--- src/rtl/sram_arb_pkg.sv ---
// Shared owner type and sram-like field widths for the inst/data arbiter.
package sram_arb_pkg;

  typedef enum logic {
    OWN_INST = 1'b0,
    OWN_DATA = 1'b1
  } own_t;

  localparam int SRAM_ADDR_W = 32;
  localparam int SRAM_DATA_W = 32;
  localparam int SRAM_SIZE_W = 2;
  localparam int SRAM_WEN_W  = 4;

endpackage

--- src/rtl/owner_fifo.sv ---
// In-order queue of 1-bit owner tags; one entry per accepted request.
module owner_fifo
  import sram_arb_pkg::*;
#(
  parameter int DEPTH = 4
) (
  input  logic clk,
  input  logic reset,
  input  logic push,
  input  own_t push_tag,
  input  logic pop,
  output logic full,
  output logic empty,
  output own_t head
);

  localparam int PW = $clog2(DEPTH);

  logic [PW-1:0] wr_ptr_q, wr_ptr_d;
  logic [PW-1:0] rd_ptr_q, rd_ptr_d;
  logic [PW:0]   cnt_q, cnt_d;
  logic          tag_q [DEPTH];
  logic          push_ok;
  logic          pop_ok;

  assign full    = (cnt_q == (PW+1)'(DEPTH));
  assign empty   = (cnt_q == '0);
  assign push_ok = push && !full;
  assign pop_ok  = pop && !empty;
  assign head    = own_t'(tag_q[rd_ptr_q]);

  // Pointers wrap naturally because DEPTH is a power of two.
  always_comb begin
    wr_ptr_d = push_ok ? wr_ptr_q + PW'(1) : wr_ptr_q;
    rd_ptr_d = pop_ok  ? rd_ptr_q + PW'(1) : rd_ptr_q;
    cnt_d    = cnt_q;
    if (push_ok && !pop_ok) cnt_d = cnt_q + (PW+1)'(1);
    if (pop_ok && !push_ok) cnt_d = cnt_q - (PW+1)'(1);
  end

  always_ff @(posedge clk or posedge reset) begin
    if (reset) begin
      wr_ptr_q <= '0;
      rd_ptr_q <= '0;
      cnt_q    <= '0;
    end else begin
      wr_ptr_q <= wr_ptr_d;
      rd_ptr_q <= rd_ptr_d;
      cnt_q    <= cnt_d;
    end
  end

  always_ff @(posedge clk) begin
    if (push_ok) tag_q[wr_ptr_q] <= push_tag;
  end

endmodule

--- src/rtl/sram_like_arbiter.sv ---
// Shares one sram-like port between inst and data masters and routes responses by owner tag.
// Define ARB_ROUND_ROBIN_EN for round-robin arbitration; default is fixed data-over-inst.
module sram_like_arbiter
  import sram_arb_pkg::*;
#(
  parameter int OUTST_DEPTH = 4
) (
  input  logic                   clk,
  input  logic                   reset,
  input  logic                   inst_sram_en,
  input  logic                   inst_sram_wr,
  input  logic [SRAM_SIZE_W-1:0] inst_sram_size,
  input  logic [SRAM_WEN_W-1:0]  inst_sram_wen,
  input  logic [SRAM_ADDR_W-1:0] inst_sram_addr,
  input  logic [SRAM_DATA_W-1:0] inst_sram_wdata,
  output logic                   inst_sram_addr_ok,
  output logic                   inst_sram_data_ok,
  output logic [SRAM_DATA_W-1:0] inst_sram_rdata,
  input  logic                   data_sram_en,
  input  logic                   data_sram_wr,
  input  logic [SRAM_SIZE_W-1:0] data_sram_size,
  input  logic [SRAM_WEN_W-1:0]  data_sram_wen,
  input  logic [SRAM_ADDR_W-1:0] data_sram_addr,
  input  logic [SRAM_DATA_W-1:0] data_sram_wdata,
  output logic                   data_sram_addr_ok,
  output logic                   data_sram_data_ok,
  output logic [SRAM_DATA_W-1:0] data_sram_rdata,
  output logic                   mem_en,
  output logic                   mem_wr,
  output logic [SRAM_SIZE_W-1:0] mem_size,
  output logic [SRAM_WEN_W-1:0]  mem_wen,
  output logic [SRAM_ADDR_W-1:0] mem_addr,
  output logic [SRAM_DATA_W-1:0] mem_wdata,
  input  logic                   mem_addr_ok,
  input  logic                   mem_data_ok,
  input  logic [SRAM_DATA_W-1:0] mem_rdata,
  output logic                   arb_err
);

  own_t grant;
  logic win_vld;
  logic lock_q, lock_d;
  own_t lock_own_q, lock_own_d;
  logic err_q, err_d;
  logic fifo_full, fifo_empty;
  own_t fifo_head;
  logic push, pop;

`ifdef ARB_ROUND_ROBIN_EN
  own_t last_q;

  always_ff @(posedge clk or posedge reset) begin
    if (reset)     last_q <= OWN_DATA;
    else if (push) last_q <= grant;
  end
`endif

  // A held lock wins only while its master still requests; withdrawal falls through to arbitration.
  always_comb begin
    win_vld = 1'b0;
    grant   = OWN_DATA;
    if (lock_q && lock_own_q == OWN_INST && inst_sram_en) begin
      win_vld = 1'b1;
      grant   = OWN_INST;
    end else if (lock_q && lock_own_q == OWN_DATA && data_sram_en) begin
      win_vld = 1'b1;
      grant   = OWN_DATA;
    end else if (inst_sram_en && data_sram_en) begin
      win_vld = 1'b1;
`ifdef ARB_ROUND_ROBIN_EN
      grant   = (last_q == OWN_DATA) ? OWN_INST : OWN_DATA;
`else
      grant   = OWN_DATA;
`endif
    end else if (data_sram_en) begin
      win_vld = 1'b1;
      grant   = OWN_DATA;
    end else if (inst_sram_en) begin
      win_vld = 1'b1;
      grant   = OWN_INST;
    end
  end

  assign mem_en    = win_vld && !fifo_full;
  assign mem_wr    = (grant == OWN_DATA) ? data_sram_wr    : inst_sram_wr;
  assign mem_size  = (grant == OWN_DATA) ? data_sram_size  : inst_sram_size;
  assign mem_wen   = (grant == OWN_DATA) ? data_sram_wen   : inst_sram_wen;
  assign mem_addr  = (grant == OWN_DATA) ? data_sram_addr  : inst_sram_addr;
  assign mem_wdata = (grant == OWN_DATA) ? data_sram_wdata : inst_sram_wdata;

  assign inst_sram_addr_ok = mem_addr_ok && mem_en && (grant == OWN_INST);
  assign data_sram_addr_ok = mem_addr_ok && mem_en && (grant == OWN_DATA);

  assign push = mem_en && mem_addr_ok;
  assign pop  = mem_data_ok && !fifo_empty;

  assign inst_sram_data_ok = pop && (fifo_head == OWN_INST);
  assign data_sram_data_ok = pop && (fifo_head == OWN_DATA);
  assign inst_sram_rdata   = mem_rdata;
  assign data_sram_rdata   = mem_rdata;
  assign arb_err           = err_q;

  // While full the lock is frozen so a stalled owner keeps its claim.
  always_comb begin
    lock_d     = lock_q;
    lock_own_d = lock_own_q;
    if (!fifo_full) begin
      if (mem_en && !mem_addr_ok) begin
        lock_d     = 1'b1;
        lock_own_d = grant;
      end else begin
        lock_d = 1'b0;
      end
    end
    err_d = err_q || (mem_data_ok && fifo_empty);
  end

  always_ff @(posedge clk or posedge reset) begin
    if (reset) begin
      lock_q     <= 1'b0;
      lock_own_q <= OWN_INST;
      err_q      <= 1'b0;
    end else begin
      lock_q     <= lock_d;
      lock_own_q <= lock_own_d;
      err_q      <= err_d;
    end
  end

  owner_fifo #(
    .DEPTH(OUTST_DEPTH)
  ) u_owner_fifo (
    .clk     (clk),
    .reset   (reset),
    .push    (push),
    .push_tag(grant),
    .pop     (pop),
    .full    (fifo_full),
    .empty   (fifo_empty),
    .head    (fifo_head)
  );

endmodule

--- config.mk ---
export PLATFORM = sky130hd
export DESIGN_NAME = sram_like_arbiter
export DESIGN_NICKNAME = d
export VERILOG_FILES = /design/src/rtl/sram_arb_pkg.sv /design/src/rtl/owner_fifo.sv /design/src/rtl/sram_like_arbiter.sv
export SDC_FILE = /design/constraint.sdc
export NUM_CORES = 1
export LEC_CHECK = 0
export CORE_AREA = 2 2 126 128
export DETAILED_ROUTE_END_ITERATION = 12
export DIE_AREA = 0 0 128 130
export GPL_ROUTABILITY_DRIVEN = 0
export MAX_ROUTING_LAYER = met4
export PLACE_DENSITY = 0.55
export SLEW_MARGIN = 30
export SYNTH_ARGS = -nofsm -noshare
export SYNTH_HDL_FRONTEND = slang
export SYNTH_SLANG_ARGS = --single-unit
--- constraint.sdc ---
create_clock -name clk -period 1.85 [get_ports clk]
set_input_delay 0.37 -clock clk [delete_from_list [all_inputs] [get_ports clk]]
set_output_delay 0.37 -clock clk [all_outputs]
set_load 0.02 [all_outputs]
==> impl_results.md, run 1 <==
- Status: finished, violations left
- Failing checks: setup timing
- Clock-pin slew on the worst setup and hold paths: roughly 0.050 ns
- CTS buffer count: 3
- Tightest Pin Transition: approximately 0.41 ns
- Clock latency on the worst-skew pair: ~0.25 ns
- Largest net degree at the start of global routing: 11
- CTS tree: done
- Cells after Synth: ~200
- Yosys Warn Count: 0
- Element type at the critical path start: flop
- # diodes: 0
- Vias in the first global route: between 2000 and 2500
- Slowest-stage cell, CP: dfrtp_1
- Count of cell types in the netlist: 31
- Class of the worst hold path: in -> async
- Max incr delay on CP: 0.37 ns
- Area grow syn2layout: 108%
- Final total power: roughly 0.0032 W
- Starting density of the core: 14.9%
- RSZ-0062 raised after global routing: yes
- Root Driver: clkbuf_16
- Avg Vias per Cell: approximately 3.7
- Initial DRC count: 21
- Core footprint: roughly 0.015 sq mm
- Critical path type: reg -> out
- Minimum clock period after layout: 2.22 ns
- Synthesized area per cell: 11.3 sq um
- First-pass GRT wire length: between 10000 and 15000 um
- Buffers added on ports: approximately 220
- Clock sink total: 14
- Max VDD drop: around 0.48 mV
- Initial antenna violation count: 0
- Antenna viol nets, final: 0
- Critical Path Sink Type: output pin
- Die Height: roughly 130 um
- I/O Pins: about 320
- Leakage: 2.20 nW
- Vias: roughly 2200
- DR DRC count: 0
- Pwr Density: 678 mW/mm^2
- Sequential area share after synthesis: between 15 and 20%
- Die width: 128 um
- Layout cells sized above 1: around 52%
- Worst path required time: 1.48 ns
- Period utilisation layout: 120%
- Seq cells post-synth: 14
- Final hold viol count: 0
- Routed WL: 9780 um
- CP Max Fanout: 8
- Tot GR Track Use: 11.0%
- Syn Std Cell Area: roughly 0.0023 sq mm
- Fin. max-slew vios: 0
- GRT Residual Overflow: 0
- CTS H-tree lvls: 1
- WL per Instance: around 16 um
- CP top delay family: buffers and inverters
- Max Cap Viol: 0
- Post-DP HPWL: between 7000 and 8000 um
- Final Cell Area: ~0.0048 sq mm
- Flop2flop setup slack: 0.03 ns
- Rows: between 40 and 50
- Max Fclk: 450 MHz
- Crit path DAT: 1.85 ns
- Net count, final: 590
- Longest Clk Path Bufs: 2
- TritonRoute pass-1 iters: 4
- Final setup viols: 74
- Die area: around 0.017 sq mm
- Max-Slew Margin vs Limit: between 70 and 80%
- Syn Nets: between 300 and 400
- CP bufs+invs: 5
- Crit path cell chain: nor2b_4, o21ai_4, buf_6, buf_8, buf_12, buf_12, mux2_4, buf_6
- Final WS setup: -0.372 ns
- Placed cell areas: 0.00443 sq mm
- Final Skew: about 0.0052 ns
## cells by family (layout without fill, tap and decap cells)
group | Yosys count | in the layout | share of synthesized area (%)
muxes | 75 | 75 | 44.6
adders and majority gates | 6 | 6 | 3.59
buffers and inverters | 81 | 280 | 27.4
DFF | 14 | 14 | 16.1
xor gates and xnor gates | 6 | 6 | 2.28
and+or+nand+nor | 15 | 15 | 3.80
AOI/OAI and AO/OA | 7 | 7 | 2.23
## stage by stage
step / hold WS (ns) / setup TNS (ns) / util (%) / setup slack (ns) / std cells
floorplan: 0.210 / 0 / - / 0.00928 / 204
global placement: 0.450 / -63.61 / 28.7 / -0.896 / 573
detailed placement: 0.452 / -64.53 / 28.7 / -0.914 / 573
CTS: 0.438 / -24.06 / 30.8 / -0.409 / 595
global route: 0.468 / -25.78 / 31.0 / -0.445 / 595
finish: 0.410 / -20.38 / 31.0 / -0.372 / 595
## area by class of cell
type                       instances  area (sq um)
fill                            1580         10600
timing repair buffer             267          2680
multi-input combinational        109          1370
sequential                        14           370
tap                              192           240
clock buffer                       3          75.1
inverter                           9          33.8
clock inverter                     1          3.75
## cells in the final DEF (no fill, tap or decap), types with 2 or more instances in the layout
cell / netlist / routed
clkdlybuf4s15_2: 0 / 2
nor2_1: 4 / 2
buf_4: 64 / 25
ha_1: 5 / 4
xor2_1: 3 / 3
nor2_4: 0 / 2
dlygate4sd2_1: 0 / 3
dfrtp_1: 10 / 10
buf_8: 1 / 2
clkdlybuf4s50_1: 0 / 144
inv_1: 8 / 6
buf_16: 0 / 4
buf_6: 1 / 50
inv_2: 1 / 3
clkbuf_16: 0 / 3
edfxtp_1: 4 / 4
mux2_4: 46 / 53
buf_12: 4 / 5
buf_2: 2 / 29
and2_1: 6 / 5
mux2_2: 27 / 20
xnor2_1: 3 / 3
## worst register-to-register path, cell delays in order, from the launching register on
cell and delay [ns]:
dfrtp_1 0.39, buf_6 0.13, nor2_4 0.13, a21oi_2 0.07, inv_1 0.06, ha_2 0.18, inv_2 0.04, fa_2 0.33
xor2_1 0.14, nor2_1 0.11, xor2_1 0.16
## cells in the mapped netlist
cell type / count / area (sq um)
o21ai_2: 1 / 8.76
inv_2: 1 / 3.75
edfxtp_1: 4 / 120
nor2b_1: 1 / 6.26
buf_4: 64 / 480
xor2_1: 3 / 26.3
nor2b_4: 1 / 13.8
nand2_1: 1 / 3.75
o21ai_0: 1 / 5.00
inv_1: 8 / 30.0
a21o_1: 1 / 7.51
a21oi_2: 1 / 8.76
a211oi_1: 1 / 7.51
nor2_1: 4 / 15.0
nand2b_1: 1 / 6.26
mux4_2: 1 / 22.5
mux2_4: 46 / 691
buf_6: 1 / 11.3
mux2_2: 27 / 304
buf_12: 4 / 80.1
a21oi_1: 1 / 5.00
buf_8: 1 / 15.0
nor3_1: 1 / 5.00
dfrtp_1: 10 / 250
mux2i_1: 1 / 10.0
buf_2: 2 / 10.0
xnor2_1: 3 / 26.3
a31o_2: 1 / 8.76
fa_1: 1 / 20.0
and2_1: 6 / 37.5
ha_1: 5 / 62.6
## layer usage
metal,vias to the layer above,track usage [%],part of all wire (%)
met1,1005,11.7,36
li1,1027,-,-
met2,180,19.8,51
met5,-,-,0
met3,10,3.73,11
met4,0,2.71,1.1
## report_power, final
part           internal (W)  total (W)  switching, W
Sequential         0.000446   0.000535     0.0000891
Clock              0.000286   0.000414      0.000128
Combinational       0.00138    0.00229      0.000914
## worst paths after layout
path | cells after the start | start | endpoint
worst max-delay path | 8 | lock_q$_DFFE_PP0P_ | mem_wdata[5]
worst min-delay path | 2 | reset | u_owner_fifo.wr_ptr_q[1]$_DFFE_PP0P_
worst max register to register | 10 | u_owner_fifo.cnt_q[1]$_DFFE_PP0P_ | u_owner_fifo.cnt_q[2]$_DFFE_PP0P_
worst min register to register | 1 | arb_err$_DFF_PP0_ | arb_err$_DFF_PP0_
max in group asynchronous | 2 | reset | u_owner_fifo.cnt_q[0]$_DFFE_PP0P_
min in group clk | 1 | arb_err$_DFF_PP0_ | arb_err$_DFF_PP0_
## what timing repair did
action,in CTS,in global routing
buffers inserted,13,1
gates resized for setup,413,15
endpoints found under the setup margin,78,77
hold endpoints to repair,0,0
gates cloned,6,0
hold buffers,0,0
pin swaps,7,7
## sequential cells by signal (all words and copies together), names as in the netlist
register,count
u_owner_fifo.wr_ptr_q,2
lock_q,1
lock_own_q,1
arb_err,1
u_owner_fifo.tag_q,4
u_owner_fifo.cnt_q,3
u_owner_fifo.rd_ptr_q,2
Note: power is estimated with default switching activity, not from simulation.
==> run 2: changes to the inputs <==
--- a/config.mk
+++ b/config.mk
@@ -11,6 +11,7 @@
 export GPL_ROUTABILITY_DRIVEN = 0
 export MAX_ROUTING_LAYER = met4
 export PLACE_DENSITY = 0.55
+export REMOVE_ABC_BUFFERS = 1
 export SLEW_MARGIN = 30
 export SYNTH_ARGS = -nofsm -noshare
 export SYNTH_HDL_FRONTEND = slang
==> run 2 against run 1 <==
- the flow still finishes with violations (setup timing)
- utilization grew 0.40 points
- flip-flop and latch count unchanged
- combinational power fell by 2%
- largest cell class unchanged
==> impl_results.md, run 2 (same netlist as run 1, synthesis figures left out) <==
- Status: finished, violations left
- Failing checks: setup timing
- Max VDD drop: between 0.3 and 0.4 mV
- Setup TNS: -18.02 ns
- Element type at the critical path start: flop
- Final Skew: ~0.0065 ns
- RSZ-0062 raised after global routing: yes
- Most frequent cells in the layout: clkdlybuf4s50_1 (144), buf_6 (69), mux2_4 (64)
- Routed WL: around 11000 um
- Commonest non-fill, non-tap cell in the layout: clkdlybuf4s50_1
- Class of the worst hold path: in -> async
- Pre-CTS WS: -0.905 ns
- Worst R2R Start: u_owner_fifo.cnt_q[1]$_DFFE_PP0P_
- Tot GR Track Use: ~12%
- Post-DP HPWL: a little over 9000 um
- Max-Slew Margin vs Limit: between 70 and 80%
- Clock sink total: 14
- Final hold viol count: 0
- Largest registers: u_owner_fifo.tag_q (4), u_owner_fifo.cnt_q (3)
- Final setup viols: between 70 and 80
- CP Max Fanout: 8
- Launch point of the worst path: lock_q$_DFFE_PP0P_
- Fin. max-slew vios: 0
- Critical path type: reg -> out
- Die width: approximately 130 um
- Area of the multi-input gates: between 0.001 and 0.0015 sq mm
- TritonRoute pass-1 iters: 3
- Avg Vias per Cell: slightly below 4
- Critical Path Sink Type: output pin
- CP top delay family: buffers and inverters
- Fin cells: 590
- # diodes: 0
- Minimum clock period after layout: between 2 and 2.5 ns
- First-pass GRT wire length: around 15000 um
- Layout cells sized above 1: a little over half
- Buffers added on ports: 224
- GRT Residual Overflow: 0
- Pwr Density: 675 mW/mm^2
- Crit path cell chain: nor2b_4, o21ai_4, buf_12, buf_8, buf_8, mux2_4, buf_6
- Clock latency on the worst-skew pair: between 0.2 and 0.3 ns
- Max incr delay on CP: 0.37 ns
- Placed Cells: between 500 and 600
- Rows: 46
- Root Driver: clkbuf_16
- Antenna viol nets, final: 0
- Starting density of the core: 14.9%
- CP most frequent cell: buf_8
- Die area: ~0.017 sq mm
- DR DRC count: 0
- CTS H-tree lvls: 1
- Period utilisation layout: 117%
- Hold-fix buffers, CTS: 0
- Area grow syn2layout: 110%
- Die Height: 130 um
- WL per Instance: ~19 um
- Initial antenna violation count: 0
- CTS buffer count: 3
- Max reg flops: 4
- Slowest-stage cell, CP: dfrtp_1
- Clock-pin slew on the worst setup and hold paths: about 0.050 ns
- Longest Clk Path Bufs: 2
- Largest net degree at the start of global routing: 16
- Max Cap Viol: 0
- Seq. cell area: 372 sq um
- Fillers: 1619
- CP bufs+invs: 4
- Core footprint: between 0.015 and 0.02 sq mm
- Vias: between 2000 and 2500
- Tightest Pin Transition: 0.431 ns
- Final WS setup: -0.319 ns
- Max Fclk: roughly 460 MHz
- Worst path required time: roughly 1.5 ns
- Largest Register: u_owner_fifo.tag_q
- Initial DRC count: 45
- Leakage: ~2.2 nW
- I/O Pins: 321
- CTS tree: done
- Net count, final: between 500 and 600
- Final total power: between 0.003 and 0.004 W
- Crit path DAT: ~1.8 ns
- Vias in the first global route: roughly 2300
==> run 2: final timing paths <==
| kind | slack, ns | end | depth (start not counted) |
|---|---|---|---|
| worst max register to register | 0.09 | u_owner_fifo.cnt_q[2]$_DFFE_PP0P_ | 9 |
| worst max-delay path | -0.32 | mem_wdata[19] | 7 |
| min in group clk | 0.43 | arb_err$_DFF_PP0_ | 2 |
| worst min-delay path | 0.42 | u_owner_fifo.wr_ptr_q[0]$_DFFE_PP0P_ | 2 |
| worst min register to register | 0.46 | arb_err$_DFF_PP0_ | 1 |
| max in group asynchronous | 1.11 | u_owner_fifo.cnt_q[1]$_DFFE_PP0P_ | 2 |
==> run 2: area by class of cell <==
| type | instances | share of cell area, % |
|---|---|---|
| Clock buffer | 4 | 1.84 |
| Timing Repair Buffer | 262 | 55.2 |
| Inverter | 9 | 0.698 |
| Tap cell | 192 | 4.96 |
| Sequential cell | 14 | 7.68 |
| Multi-Input combinational cell | 109 | 29.7 |
==> run 2: where the power goes <==
| group | internal (W) | leakage (nW) | switching (W) | total [W] |
|---|---|---|---|---|
| registers | 0.000448 | 0.149 | 0.000104 | 0.000552 |
| clock network | 0.000328 | 0.0442 | 0.000133 | 0.000462 |
| logic | 0.00135 | 2.05 | 0.000897 | 0.00225 |
==> run 2: per-stage QoR <==
stage / util [%] / hold WS, ns / instance area [sq um]
finish: 31.4 / 0.418 / 4840
global route: 31.4 / 0.458 / 4840
CTS: 30.6 / 0.452 / 4720
detailed placement: 28.5 / 0.453 / 4400
global placement: 28.5 / 0.442 / 4400
floorplan: - / 0.210 / 1710
==> run 2: metal layers <==
metal / global-route usage [%] / share of wire (%) / up-vias
met3: 8.36 / 15 / 2
li1: - / - / 1015
met2: 17.4 / 45 / 199
met5: - / 0 / -
met4: 1.16 / 0.26 / 0
met1: 14.9 / 40 / 1058
==> run 2: repair_timing <==
| action | in CTS | in global routing |
|---|---|---|
| endpoints found under the hold margin | 0 | 0 |
| setup endpoints to repair | 78 | 77 |
| pin swaps | 7 | 10 |
| gates cloned | 2 | 1 |
| resized for setup | 428 | 62 |
| setup buffers | 13 | 5 |
